## src/rtl/uvma_riscv_tracer_seq_chkr_pkg.sv

```systemverilog
`default_nettype none
// +--------------------------------------------------------------------------+
// | Module   : uvma_riscv_tracer_seq_chkr_pkg                                |
// | Purpose  : Shared types and constants for the retirement-stream checker. |
// |            err_idx_e gives the bit position of each error flag,          |
// |            state_e the checker FSM encoding seen on the state port.      |
// | Ports    : none (package)                                                |
// | Revision : 1.0  initial release                                          |
// +--------------------------------------------------------------------------+
package uvma_riscv_tracer_seq_chkr_pkg;

   localparam int ERR_W = 5;

   typedef enum logic [2:0] {
      ERR_ORDER     = 3'd0,
      ERR_PC        = 3'd1,
      ERR_LANE      = 3'd2,
      ERR_STALL     = 3'd3,
      ERR_POST_HALT = 3'd4
   } err_idx_e;

   typedef enum logic [1:0] {
      ST_IDLE   = 2'd0,
      ST_RUN    = 2'd1,
      ST_HALTED = 2'd2
   } state_e;

endpackage
`default_nettype wire

```

## src/rtl/uvma_riscv_tracer_seq_chkr_lane.sv

```systemverilog
`default_nettype none
// +--------------------------------------------------------------------------+
// | Module   : uvma_riscv_tracer_seq_chkr_lane                               |
// | Purpose  : Combinational order / PC compare for one retire lane.         |
// | Ports    : valid_i, intr_i, skip_pc_i   lane qualifiers                  |
// |            order_i, exp_order_i         observed / expected order        |
// |            pc_rdata_i, exp_pc_i         observed / expected PC           |
// |            order_err_o, pc_err_o        lane error bits                  |
// | Revision : 1.0  initial release                                          |
// +--------------------------------------------------------------------------+
module uvma_riscv_tracer_seq_chkr_lane #(
   parameter int XLEN    = 32,
   parameter int ORDER_W = 64
) (
   input  logic               valid_i,
   input  logic               intr_i,
   input  logic               skip_pc_i,
   input  logic [ORDER_W-1:0] order_i,
   input  logic [ORDER_W-1:0] exp_order_i,
   input  logic [XLEN-1:0]    pc_rdata_i,
   input  logic [XLEN-1:0]    exp_pc_i,
   output logic               order_err_o,
   output logic               pc_err_o
);

   assign order_err_o = valid_i && (order_i != exp_order_i);
   // A trap entry legitimately breaks the PC chain, as does the very first
   // retirement after reset (no predecessor known yet).
   assign pc_err_o    = valid_i && !intr_i && !skip_pc_i && (pc_rdata_i != exp_pc_i);

endmodule
`default_nettype wire

```

## src/rtl/uvma_riscv_tracer_seq_chkr.sv

```systemverilog
`default_nettype none
// +--------------------------------------------------------------------------+
// | Module   : uvma_riscv_tracer_seq_chkr                                    |
// | Purpose  : Multi-lane RVFI retirement-stream checker: order continuity,  |
// |            PC continuity, lane packing, stall watchdog, retire-after-    |
// |            halt. Sticky flags, saturating count, first-error capture.    |
// | Ports    : clk, reset (async, active-high), clear (sync)                 |
// |            rvfi_valid/order/pc_rdata/pc_wdata/intr/halt  retire lanes    |
// |            err, err_cnt, first_err_kind, first_err_order                 |
// |            retire_cnt, state                                             |
// | Config   : UVMA_RISCV_TRACER_SEQ_CHKR_SVA_EN adds per-error assertions   |
// |            and an X-check on rvfi_valid; outputs are unaffected.         |
// | Revision : 1.0  initial release                                          |
// +--------------------------------------------------------------------------+
module uvma_riscv_tracer_seq_chkr
   import uvma_riscv_tracer_seq_chkr_pkg::*;
#(
   parameter int NRET      = 1,
   parameter int XLEN      = 32,
   parameter int ORDER_W   = 64,
   parameter int ERR_CNT_W = 8,
   parameter int MAX_STALL = 1024
) (
   input  logic                      clk,
   input  logic                      reset,
   input  logic                      clear,
   input  logic [NRET-1:0]           rvfi_valid,
   input  logic [NRET*ORDER_W-1:0]   rvfi_order,
   input  logic [NRET*XLEN-1:0]      rvfi_pc_rdata,
   input  logic [NRET*XLEN-1:0]      rvfi_pc_wdata,
   input  logic [NRET-1:0]           rvfi_intr,
   input  logic [NRET-1:0]           rvfi_halt,
   output logic [ERR_W-1:0]          err,
   output logic [ERR_CNT_W-1:0]      err_cnt,
   output logic [2:0]                first_err_kind,
   output logic [ORDER_W-1:0]        first_err_order,
   output logic [ORDER_W-1:0]        retire_cnt,
   output logic [1:0]                state
);

   localparam int K_W = $clog2(NRET + 1);

   state_e                     state_q, state_d;
   logic [ORDER_W-1:0]         exp_order_q, exp_order_d;
   logic [ORDER_W-1:0]         retire_cnt_q, retire_cnt_d;
   logic [XLEN-1:0]            last_pc_q, last_pc_d;
   logic [ERR_W-1:0]           err_q, err_d;
   logic [ERR_CNT_W-1:0]       err_cnt_q, err_cnt_d;
   logic [2:0]                 first_kind_q, first_kind_d;
   logic [ORDER_W-1:0]         first_order_q, first_order_d;

   logic [NRET-1:0][ORDER_W-1:0] lane_exp_order;
   logic [NRET-1:0][XLEN-1:0]    lane_exp_pc;
   logic [NRET-1:0]              lane_skip_pc, lane_gap, lane_post_halt;
   logic [NRET-1:0]              lane_order_err, lane_pc_err;
   logic [K_W-1:0]               k;
   logic [ERR_W-1:0]             new_err;
   logic                         stall_hit;
   logic [2:0]                   cap_kind;
   logic [ORDER_W-1:0]           cap_order;
   logic [NRET-1:0]              kind_mask;

   // Walk the lanes in ascending order; each valid lane consumes the next
   // expected order and hands its pc_wdata to the following valid lane.
   always_comb begin : walk_lanes
      logic [ORDER_W-1:0] run_order;
      logic [XLEN-1:0]    run_pc;
      logic               first_pending, gap_seen, halt_seen;
      run_order      = exp_order_q;
      run_pc         = last_pc_q;
      first_pending  = (state_q == ST_IDLE);
      gap_seen       = 1'b0;
      halt_seen      = (state_q == ST_HALTED);
      k              = '0;
      lane_exp_order = '0;
      lane_exp_pc    = '0;
      lane_skip_pc   = '0;
      lane_gap       = '0;
      lane_post_halt = '0;
      for (int i = 0; i < NRET; i++) begin
         lane_exp_order[i] = run_order;
         lane_exp_pc[i]    = run_pc;
         lane_skip_pc[i]   = first_pending;
         lane_gap[i]       = rvfi_valid[i] & gap_seen;
         lane_post_halt[i] = rvfi_valid[i] & halt_seen;
         if (rvfi_valid[i]) begin
            run_order     = run_order + ORDER_W'(1);
            run_pc        = rvfi_pc_wdata[i*XLEN +: XLEN];
            first_pending = 1'b0;
            k             = k + K_W'(1);
            if (rvfi_halt[i]) halt_seen = 1'b1;
         end else begin
            gap_seen = 1'b1;
         end
      end
      exp_order_d = run_order;
      last_pc_d   = run_pc;
   end

   for (genvar g = 0; g < NRET; g++) begin : g_lane
      uvma_riscv_tracer_seq_chkr_lane #(
         .XLEN    (XLEN),
         .ORDER_W (ORDER_W)
      ) u_lane (
         .valid_i     (rvfi_valid[g]),
         .intr_i      (rvfi_intr[g]),
         .skip_pc_i   (lane_skip_pc[g]),
         .order_i     (rvfi_order[g*ORDER_W +: ORDER_W]),
         .exp_order_i (lane_exp_order[g]),
         .pc_rdata_i  (rvfi_pc_rdata[g*XLEN +: XLEN]),
         .exp_pc_i    (lane_exp_pc[g]),
         .order_err_o (lane_order_err[g]),
         .pc_err_o    (lane_pc_err[g])
      );
   end

   // Stall watchdog: the counter parks at MAX_STALL so the flag fires once
   // per stall episode.
   if (MAX_STALL > 0) begin : g_stall
      localparam int SC_W = $clog2(MAX_STALL + 1);
      logic [SC_W-1:0] stall_cnt_q, stall_cnt_d;

      always_comb begin
         stall_cnt_d = stall_cnt_q;
         if ((state_q != ST_RUN) || (|rvfi_valid))
            stall_cnt_d = '0;
         else if (stall_cnt_q != SC_W'(MAX_STALL))
            stall_cnt_d = stall_cnt_q + SC_W'(1);
      end

      assign stall_hit = (state_q == ST_RUN) && !(|rvfi_valid)
                         && (stall_cnt_q == SC_W'(MAX_STALL - 1));

      always_ff @(posedge clk or posedge reset) begin
         if (reset) stall_cnt_q <= '0;
         else       stall_cnt_q <= stall_cnt_d;
      end
   end else begin : g_no_stall
      assign stall_hit = 1'b0;
   end

   assign new_err[ERR_ORDER]     = |lane_order_err;
   assign new_err[ERR_PC]        = |lane_pc_err;
   assign new_err[ERR_LANE]      = |lane_gap;
   assign new_err[ERR_STALL]     = stall_hit;
   assign new_err[ERR_POST_HALT] = |lane_post_halt;

   // Lowest new error kind, then the lowest lane that exhibits it.
   always_comb begin : first_capture
      cap_kind = ERR_ORDER;
      for (int b = ERR_W - 1; b >= 0; b--)
         if (new_err[b]) cap_kind = 3'(b);
      case (cap_kind)
         ERR_ORDER:     kind_mask = lane_order_err;
         ERR_PC:        kind_mask = lane_pc_err;
         ERR_LANE:      kind_mask = lane_gap;
         ERR_POST_HALT: kind_mask = lane_post_halt;
         default:       kind_mask = '0;
      endcase
      cap_order = '0;
      for (int i = NRET - 1; i >= 0; i--)
         if (kind_mask[i]) cap_order = rvfi_order[i*ORDER_W +: ORDER_W];
   end

   // clear acts before same-cycle new errors, so they become the first error.
   always_comb begin : err_next
      err_d         = err_q;
      err_cnt_d     = err_cnt_q;
      first_kind_d  = first_kind_q;
      first_order_d = first_order_q;
      if (clear) begin
         err_d         = '0;
         err_cnt_d     = '0;
         first_kind_d  = '0;
         first_order_d = '0;
      end
      if (|new_err) begin
         if (err_d == '0) begin
            first_kind_d  = cap_kind;
            first_order_d = cap_order;
         end
         err_d = err_d | new_err;
         if (err_cnt_d != '1) err_cnt_d = err_cnt_d + ERR_CNT_W'(1);
      end
   end

   always_comb begin : fsm_next
      state_d = state_q;
      case (state_q)
         ST_IDLE:   if (|rvfi_valid) state_d = ST_RUN;
         ST_RUN:    if (|(rvfi_valid & rvfi_halt)) state_d = ST_HALTED;
         ST_HALTED: state_d = ST_HALTED;
         default:   state_d = ST_IDLE;
      endcase
   end

   assign retire_cnt_d = retire_cnt_q + ORDER_W'(k);

   always_ff @(posedge clk or posedge reset) begin
      if (reset) begin
         state_q       <= ST_IDLE;
         exp_order_q   <= '0;
         retire_cnt_q  <= '0;
         last_pc_q     <= '0;
         err_q         <= '0;
         err_cnt_q     <= '0;
         first_kind_q  <= '0;
         first_order_q <= '0;
      end else begin
         state_q       <= state_d;
         exp_order_q   <= exp_order_d;
         retire_cnt_q  <= retire_cnt_d;
         last_pc_q     <= last_pc_d;
         err_q         <= err_d;
         err_cnt_q     <= err_cnt_d;
         first_kind_q  <= first_kind_d;
         first_order_q <= first_order_d;
      end
   end

   assign err             = err_q;
   assign err_cnt         = err_cnt_q;
   assign first_err_kind  = first_kind_q;
   assign first_err_order = first_order_q;
   assign retire_cnt      = retire_cnt_q;
   assign state           = state_q;

`ifdef UVMA_RISCV_TRACER_SEQ_CHKR_SVA_EN
   logic [ERR_W-1:0][NRET-1:0] lane_err_mask;
   assign lane_err_mask[ERR_ORDER]     = lane_order_err;
   assign lane_err_mask[ERR_PC]        = lane_pc_err;
   assign lane_err_mask[ERR_LANE]      = lane_gap;
   assign lane_err_mask[ERR_STALL]     = '0;
   assign lane_err_mask[ERR_POST_HALT] = lane_post_halt;

   for (genvar b = 0; b < ERR_W; b++) begin : g_sva_err
      int                 sva_lane;
      logic [ORDER_W-1:0] sva_order;
      always_comb begin
         sva_lane  = 0;
         sva_order = '0;
         for (int i = NRET - 1; i >= 0; i--)
            if (lane_err_mask[b][i]) begin
               sva_lane  = i;
               sva_order = rvfi_order[i*ORDER_W +: ORDER_W];
            end
      end
      a_no_new_err: assert property (@(posedge clk) disable iff (reset) !new_err[b])
         else $error("seq_chkr: error bit %0d at lane %0d order 0x%0h", b, sva_lane, sva_order);
   end

   a_valid_known: assert property (@(posedge clk) disable iff (reset) !$isunknown(rvfi_valid))
      else $error("seq_chkr: rvfi_valid unknown (0b%b), expected order 0x%0h", rvfi_valid, exp_order_q);
`endif

endmodule
`default_nettype wire

```

## config.mk

```make
export PLATFORM = sky130hd
export DESIGN_NAME = uvma_riscv_tracer_seq_chkr
export DESIGN_NICKNAME = d
export VERILOG_FILES = /design/src/rtl/uvma_riscv_tracer_seq_chkr_pkg.sv /design/src/rtl/uvma_riscv_tracer_seq_chkr_lane.sv /design/src/rtl/uvma_riscv_tracer_seq_chkr.sv
export SDC_FILE = /design/constraint.sdc
export NUM_CORES = 1
export LEC_CHECK = 0
export CORE_MARGIN = 2
export CORE_UTILIZATION = 35
export DETAILED_ROUTE_END_ITERATION = 12
export HOLD_SLACK_MARGIN = 0.1
export PLACE_DENSITY = 0.65
export SETUP_SLACK_MARGIN = 0.4
export SYNTH_ARGS = -nofsm -noshare
export SYNTH_HDL_FRONTEND = slang
export SYNTH_SLANG_ARGS = --single-unit
```

## constraint.sdc

```tcl
create_clock -name clk -period 10.2 [get_ports clk]
set_clock_uncertainty 0.05 [all_clocks]
set_input_delay 3.06 -clock clk [delete_from_list [all_inputs] [get_ports clk]]
set_output_delay 3.06 -clock clk [all_outputs]
set_load 0.005 [all_outputs]
```

==> flow_metrics.py, run 1 <==
metrics = {
    "detailed_routing": {
        "postRouteWirelength_mm": 32.7,
        "via_count": 9057,
        "remaining_number_of_nets_flagged_by_the_antenna_check_after_routing": 0,
        "detailedRoute.firstPassIterationCount": 6,
        "drt-vias-per-instance": 4.79,
        "remaining_drc_errors": 0,
        "wire_per_inst_um": 17.3,
        "initialDrtViolationCount": 433,
    },
    "clock_tree": {
        "clk_path_buf_depth": 3,
        "tritoncts": "done",
        "inserted_clock_buffers": 31,
        "numClockSinks": 253,
        "post_cts_resized": 0,
        "hold_buffer_count_at_cts": 0,
        "cts.clk_slew.worst_paths_ns": 0.06,
        "cts_setup_buffers": 0,
        "root_buffer": "sky130_fd_sc_hd__clkbuf_16",
        "ctsHtreeMaxLevel": 1,
        "worst_skew_pair_later_pin_latency_ns": 0.55,
    },
    "cells_and_area": {
        "area.sequential_um2": 6330,
        "postLayoutCoreUtil_pct": 48.0,
        "filler_cell_count": 3225,
        "final_nets": 1550,
        "layout.cells.non_filler": 1889,
        "area_of_the_multi_input_gates_um2": 5590,
        "area.growth.synth_to_final_pct": 35.9,
        "share_of_post_route_cells_with_drive_strength_above_1_pct": 8.04,
        "final_design_area_no_fill_um2": 16500,
    },
    "grt": {
        "vias_in_the_first_global_route": 9221,
        "globalRoute.totalOverflow": 0,
        "grt_antenna_before_repair": 4,
        "globalRouteTotalUtil_pct": 18.0,
        "grt_first_pass_wirelength_mm": 51.3,
        "maximum_number_of_pins_on_one_net_before_global_route_repair": 72,
    },
    "synth": {
        "synth_largest_type_area_fraction_pct": 52.2,
        "synth_largest_area_cell": "sky130_fd_sc_hd__dfrtp_1",
        "syn_inst": 1118,
        "synth-warning-count": 0,
        "number_of_synthesized_flops_with_an_enable_pin": 0,
        "ys_ff_latch": 253,
        "synth_seq_area_share_pct": 52.2,
        "netlist-cell-type-count": 51,
        "syn_area_um2": 12100,
        "synth_ff_type": "sky130_fd_sc_hd__dfrtp_1",
        "synth_nets": 1261,
        "synth_area_per_cell_um2": 10.9,
        "postSynth.asyncResetShare_pct": 100,
        "netlist_top_cells_area": "sky130_fd_sc_hd__dfrtp_1, sky130_fd_sc_hd__xnor2_1, sky130_fd_sc_hd__nand2_1",
    },
    "placement": {
        "post-place-cells": 1829,
        "preCtsSetupSlack_ns": 3.96,
        "placed_cell_area_um2": 15400,
        "hpwl_mm": 24.2,
        "place.port_buffers": 279,
        "place.gp.congestion": 0.887,
    },
    "timing": {
        "report.final.hold_viol_count": 0,
        "timing.final.crit_share_pct": 55.7,
        "finalCriticalPeriod_ns": 5.68,
        "setup_ws_ns": 4.52,
        "timing_worst_slew_pin_value_ns": 0.938,
        "max_freq_mhz": 176,
        "timing.setup.tns_ns": 0,
        "finalSetupViolCount": 0,
        "max-slew-margin-rel_pct": 36.9,
        "grt_setup_unrepaired": "no",
        "holdWs_ns": 0.425,
        "slew_viol_final": 0,
    },
    "pwr": {
        "power_switching_mw": 0.776,
        "cellInternalPower_mw": 2.14,
        "seq_power_share_pct": 41.2,
        "comb_power_share_pct": 19.7,
        "power.density_cell_area_nw_per_um2": 177,
        "lkg_pwr_nw": 7.01,
        "power.switching_fraction_pct": 26.6,
        "pwr-share-clk_pct": 39.1,
        "power_mw": 2.92,
        "irDropWorstVdd_mv": 0.152,
    },
    "job": {
        "timing.max_cap.violations": 0,
    },
    "hold_path": {
        "hold_depth": 1,
        "timing.hold.worst.start": "retire_cnt[63]",
        "holdCritPathClass": "flop to flop",
        "hold_path_end": "retire_cnt[63]",
    },
    "critical_path": {
        "required_time_of_the_critical_path_ns": 10.55,
        "rr_worst_depth": 8,
        "worst_r2r_endpoint": "first_err_order[59]",
        "critical_path.endpoint_type": "flop",
        "critical_path.max_stage_delay_ns": 0.59,
        "startpoint_type": "input port",
        "cp_cell_sequence": "clkdlybuf4s50_1, xnor2_1, nand4_1, nor4_1, nand4_1, a211oi_4, nor2_4, buf_4, mux2i_1",
        "crit_family": "simple AND/OR/NAND/NOR gates",
        "critPathSlowestCell": "sky130_fd_sc_hd__a211oi_4",
        "worst-path-max-fanout": 36,
        "timing.setup.critical_path_class": "input port to flop",
        "cp_data_arrival_time_ns": 6.03,
        "timing.critical_path.mode_cell": "sky130_fd_sc_hd__nand4_1",
        "timing.rr.start": "exp_order_q[30]",
        "critical_path_buf_inv_count": 2,
        "reg2reg_slack_ns": 7.10,
        "critical_path_depth": 9,
    },
    "floorplan": {
        "die_height_um": 190,
        "initial_core_util_pct": 35.3,
        "die-area_um2": 36200,
        "std_cell_rows": 68,
        "chipWidth_um": 190,
        "floorplan.io_pins": 280,
        "coreArea_um2": 34400,
    },
    "status": {
        "result_of_the_run": "complete, no violations",
    },
}
-- final cells by class --
type | count | area share, %
Sequential cell | 253 | 38.4
Multi-Input combinational cell | 815 | 33.9
Timing Repair Buffer | 288 | 17.3
Clock buffer | 44 | 5.42
Tap cell | 455 | 3.45
Clock inverter | 12 | 1.02
Inverter | 18 | 0.432
Antenna cell | 4 | 0.0607
-- state kept, by name (all words and copies together), names as in the netlist --
name,count
err_cnt,8
err,5
first_err_order,64
lane_exp_pc,32
exp_order_q,64
g_stall.stall_cnt_q,11
first_err_kind,3
state,2
retire_cnt,64
-- worst register-to-register path: stages, from the launching register on --
cell and delay (ns):
sky130_fd_sc_hd__dfrtp_1 0.41, sky130_fd_sc_hd__xnor2_1 0.43, sky130_fd_sc_hd__nand4_1 0.25, sky130_fd_sc_hd__nor4_1 0.33, sky130_fd_sc_hd__nand4_1 0.27, sky130_fd_sc_hd__a211oi_4 0.59
sky130_fd_sc_hd__nor2_4 0.07, sky130_fd_sc_hd__buf_4 0.32, sky130_fd_sc_hd__mux2i_1 0.24
-- layout by cell type, fill, tap and decap left out, types with 3 or more instances in the layout --
cell / n
sky130_fd_sc_hd__nor3_1: 13
sky130_fd_sc_hd__mux2i_1: 65
sky130_fd_sc_hd__or4_1: 3
sky130_fd_sc_hd__nor2_1: 52
sky130_fd_sc_hd__dfrtp_1: 253
sky130_fd_sc_hd__clkinvlp_4: 3
sky130_fd_sc_hd__or3_1: 9
sky130_fd_sc_hd__and4_1: 8
sky130_fd_sc_hd__mux2_2: 35
sky130_fd_sc_hd__and2_1: 10
sky130_fd_sc_hd__clkbuf_1: 6
sky130_fd_sc_hd__nand4_1: 50
sky130_fd_sc_hd__diode_2: 4
sky130_fd_sc_hd__a21oi_1: 8
sky130_fd_sc_hd__clkbuf_8: 7
sky130_fd_sc_hd__nor3_2: 5
sky130_fd_sc_hd__xnor2_1: 184
sky130_fd_sc_hd__xor2_1: 47
sky130_fd_sc_hd__clkinv_2: 5
sky130_fd_sc_hd__buf_4: 9
sky130_fd_sc_hd__o21ai_0: 6
sky130_fd_sc_hd__clkdlybuf4s50_1: 278
sky130_fd_sc_hd__nor2b_1: 6
sky130_fd_sc_hd__nor4_1: 14
sky130_fd_sc_hd__ha_1: 9
sky130_fd_sc_hd__bufinv_16: 4
sky130_fd_sc_hd__and3_1: 22
sky130_fd_sc_hd__nand3_1: 45
sky130_fd_sc_hd__inv_1: 16
sky130_fd_sc_hd__nand2_1: 197
sky130_fd_sc_hd__clkbuf_16: 31
-- metal layers --
layer  up-vias  part of all wire (%)  wire (µm)  track usage (%)
met1      4459                    45      14800             24.7
met3        48                   5.1       1670             3.39
met2       200                    47      15400             28.9
met5         -                     0          0                0
met4         0                   2.5        816             5.16
li1       4350                     -          -                -
-- worst max path at each step --
stage          slack [ns]      startpoint                  end
2_1_floorplan        3.76           reset               err[0]
3_3_place_gp         3.97  rvfi_order[30]  first_err_order[49]
3_5_place_dp         3.96  rvfi_order[30]  first_err_order[59]
4_1_cts              4.54  rvfi_order[30]  first_err_order[59]
5_1_grt              4.33      rvfi_valid       retire_cnt[52]
6_report             4.52  rvfi_order[30]  first_err_order[59]
-- synthesized netlist by cell type, types with 5 or more instances --
master and n:
sky130_fd_sc_hd__nand3_1 45, sky130_fd_sc_hd__or3_1 9, sky130_fd_sc_hd__nor4_1 14, sky130_fd_sc_hd__nand2_1 197, sky130_fd_sc_hd__a21oi_1 8, sky130_fd_sc_hd__xnor2_1 184, sky130_fd_sc_hd__nor3_2 5, sky130_fd_sc_hd__and3_1 22
sky130_fd_sc_hd__dfrtp_1 253, sky130_fd_sc_hd__buf_1 6, sky130_fd_sc_hd__inv_1 17, sky130_fd_sc_hd__xor2_1 47, sky130_fd_sc_hd__buf_2 7, sky130_fd_sc_hd__and2_1 10, sky130_fd_sc_hd__ha_1 9, sky130_fd_sc_hd__mux2i_1 65
sky130_fd_sc_hd__and4_1 8, sky130_fd_sc_hd__mux2_2 35, sky130_fd_sc_hd__nand4_1 50, sky130_fd_sc_hd__nor2b_1 6, sky130_fd_sc_hd__clkbuf_1 14, sky130_fd_sc_hd__nor3_1 13, sky130_fd_sc_hd__o21ai_0 6, sky130_fd_sc_hd__nor2_1 52
-- power by group through the flow --
stage                     Combinational [mW]  Clock [mW]  Sequential (mW)
after detailed placement               0.585           0             1.22
after floorplan                        0.281           0             1.21
final                                  0.574        1.14             1.20
after global routing                   0.628        1.22             1.22
after global placement                 0.575           0             1.22
after CTS                              0.587        1.17             1.20
-- cell families (layout without fill, tap and decap cells) --
| group | count (synthesis) | count (layout) | synth area share [%] |
|---|---|---|---|
| AO/OA/AOI/OAI | 24 | 24 | 1.41 |
| XOR/XNOR | 231 | 231 | 16.7 |
| adder cells (fa/ha/maj) | 9 | 9 | 0.928 |
| buffers and inverters | 50 | 362 | 1.80 |
| flip-flops | 253 | 253 | 52.2 |
| multiplexers | 102 | 102 | 8.79 |
| other | 0 | 4 | 0 |
| AND/OR/NAND/NOR | 449 | 449 | 18.2 |
(Power assumes the default switching activity.)
==> inputs of run 2 (changes only) <==
==> constraint.sdc (replaced) <==
create_clock -name clk -period 5 [get_ports clk]
set_clock_uncertainty 0.05 [all_clocks]
set_input_delay 1.5 -clock clk [delete_from_list [all_inputs] [get_ports clk]]
set_output_delay 1.5 -clock clk [all_outputs]
set_load 0.005 [all_outputs]
==> run 2 against run 1 <==
First-iteration DRC count grew 18%. Clock power grew 89%. Sequential power grew 100%. Count of clock-buffer cells in the layout is the same. Sequential share of layout area is essentially flat. Critical path type unchanged. Highest routed layer is now met5.
==> flow_metrics.py, run 2 (synthesized netlist as in run 1, its figures left out) <==
metrics = {
    "floorplan": {
        "floorplan.io_pins": 280,
        "initial_core_util_pct": 35.3,
        "die_height_um": 190,
        "std_cell_rows": 68,
        "coreArea_um2": 34400,
        "die-area_um2": 36200,
        "chipWidth_um": 190,
    },
    "hold_path": {
        "hold_path_end": "retire_cnt[63]",
        "holdCritPathClass": "flop to flop",
        "hold_depth": 1,
        "timing.hold.worst.start": "retire_cnt[63]",
    },
    "placement": {
        "preCtsSetupSlack_ns": 0.350,
        "hpwl_mm": 24.3,
        "post-place-cells": 1831,
        "place.port_buffers": 279,
        "place.gp.congestion": 0.906,
    },
    "pwr": {
        "power_mw": 5.81,
        "irDropWorstVdd_mv": 0.242,
        "lkg_pwr_nw": 7.02,
        "power.density_cell_area_nw_per_um2": 352,
    },
    "clock_tree": {
        "cts.clk_slew.worst_paths_ns": 0.06,
        "ctsHtreeMaxLevel": 1,
        "numClockSinks": 253,
        "clk_path_buf_depth": 3,
        "worst_skew_pair_later_pin_latency_ns": 0.55,
        "cts_setup_buffers": 0,
        "inserted_clock_buffers": 30,
        "hold_buffer_count_at_cts": 0,
        "tritoncts": "done",
        "root_buffer": "sky130_fd_sc_hd__clkbuf_16",
        "post_cts_resized": 0,
    },
    "timing": {
        "max-slew-margin-rel_pct": 38.8,
        "timing_worst_slew_pin_value_ns": 0.909,
        "report.final.hold_viol_count": 0,
        "timing.setup.tns_ns": 0,
        "grt_setup_unrepaired": "no",
        "slew_viol_final": 0,
        "finalCriticalPeriod_ns": 4.00,
        "max_freq_mhz": 250,
        "timing.final.crit_share_pct": 80.1,
        "setup_ws_ns": 0.996,
        "finalSetupViolCount": 0,
    },
    "critical_path": {
        "worst_r2r_endpoint": "first_err_order[27]",
        "cp_cell_sequence": "clkdlybuf4s50_1, xnor2_1, nand4_1, nor4_1, buf_4, a2111oi_2, a211oi_4, nor2_4, buf_12, mux2i_1",
        "rr_worst_depth": 9,
        "timing.rr.start": "g_stall.stall_cnt_q[0]",
        "critical_path.max_stage_delay_ns": 0.71,
        "worst-path-max-fanout": 30,
        "cp_data_arrival_time_ns": 4.42,
        "critical_path.endpoint_type": "flop",
        "reg2reg_slack_ns": 1.74,
        "timing.setup.critical_path_class": "input port to flop",
        "startpoint_type": "input port",
        "critPathSlowestCell": "sky130_fd_sc_hd__a2111oi_2",
        "required_time_of_the_critical_path_ns": 5.41,
    },
    "detailed_routing": {
        "via_count": 9166,
        "drt-vias-per-instance": 4.85,
        "postRouteWirelength_mm": 32.8,
        "remaining_number_of_nets_flagged_by_the_antenna_check_after_routing": 0,
        "initialDrtViolationCount": 512,
        "wire_per_inst_um": 17.4,
        "detailedRoute.firstPassIterationCount": 5,
        "remaining_drc_errors": 0,
    },
    "grt": {
        "maximum_number_of_pins_on_one_net_before_global_route_repair": 131,
        "grt_first_pass_wirelength_mm": 51.9,
        "vias_in_the_first_global_route": 9360,
        "grt_antenna_before_repair": 7,
        "globalRouteTotalUtil_pct": 18.1,
        "globalRoute.totalOverflow": 0,
    },
    "cells_and_area": {
        "area.growth.synth_to_final_pct": 36.1,
        "filler_cell_count": 3202,
        "area_of_the_multi_input_gates_um2": 5590,
        "final_nets": 1551,
        "postLayoutCoreUtil_pct": 48.0,
        "area.sequential_um2": 6330,
        "layout.cells.non_filler": 1891,
        "mostFrequentLayoutCells": "sky130_fd_sc_hd__clkdlybuf4s50_1, sky130_fd_sc_hd__dfrtp_1, sky130_fd_sc_hd__nand2_1",
        "mostFrequentLayoutCell": "sky130_fd_sc_hd__clkdlybuf4s50_1",
        "share_of_post_route_cells_with_drive_strength_above_1_pct": 8.32,
    },
    "job": {
        "timing.max_cap.violations": 0,
    },
    "status": {
        "result_of_the_run": "complete, no violations",
    },
}
run 2: layer usage:
layer	GRT usage, %	vias to the layer above	routed length (µm)
met5	0	-	13
met4	6.05	2	1020
met3	3.42	54	1780
met2	29.3	247	15300
met1	24.5	4497	14700
li1	-	4366	-
run 2: critical path, delay by kind of cell:
kind                   cells  cell delay [ns]
AND/OR/NAND/NOR            3             0.85
multiplexers               1             0.22
XOR/XNOR                   1             0.14
AO/OA/AOI/OAI              2             0.79
buffers and inverters      3             0.88
run 2: cell type report:
class	instances	share of cell area, %
tap	455	3.45
antenna	6	0.0909
clock inverter	10	0.333
clock buffer	44	5.66
sequential	253	38.3
timing repair buffer	290	17.8
multi-input combinational	815	33.9
inverter	18	0.432
run 2: how the worst max path moves through the flow:
stage,start,end,slack [ns]
2_1_floorplan,reset,err[0],0.12
3_3_place_gp,rvfi_pc_rdata[9],first_err_order[3],0.45
3_5_place_dp,rvfi_pc_rdata[9],first_err_order[29],0.35
4_1_cts,rvfi_pc_rdata[9],first_err_order[27],0.92
5_1_grt,rvfi_pc_rdata[9],first_err_order[27],0.74
6_report,rvfi_pc_rdata[9],first_err_order[27],1.0
run 2: power by group:
group | internal [mW] | total, mW | leakage, nW | switching, mW
logic | 0.681 | 1.20 | 3.18 | 0.523
registers | 2.26 | 2.45 | 3.34 | 0.190
clock network | 1.28 | 2.15 | 0.495 | 0.864
run 2: through the flow:
stage                     area, µm²  hold slack (ns)
after CTS                     16500            0.432
after detailed placement      15500            0.419
after floorplan               12100            0.412
final                         16500            0.425
after global routing          16500            0.442
after global placement        15500            0.414
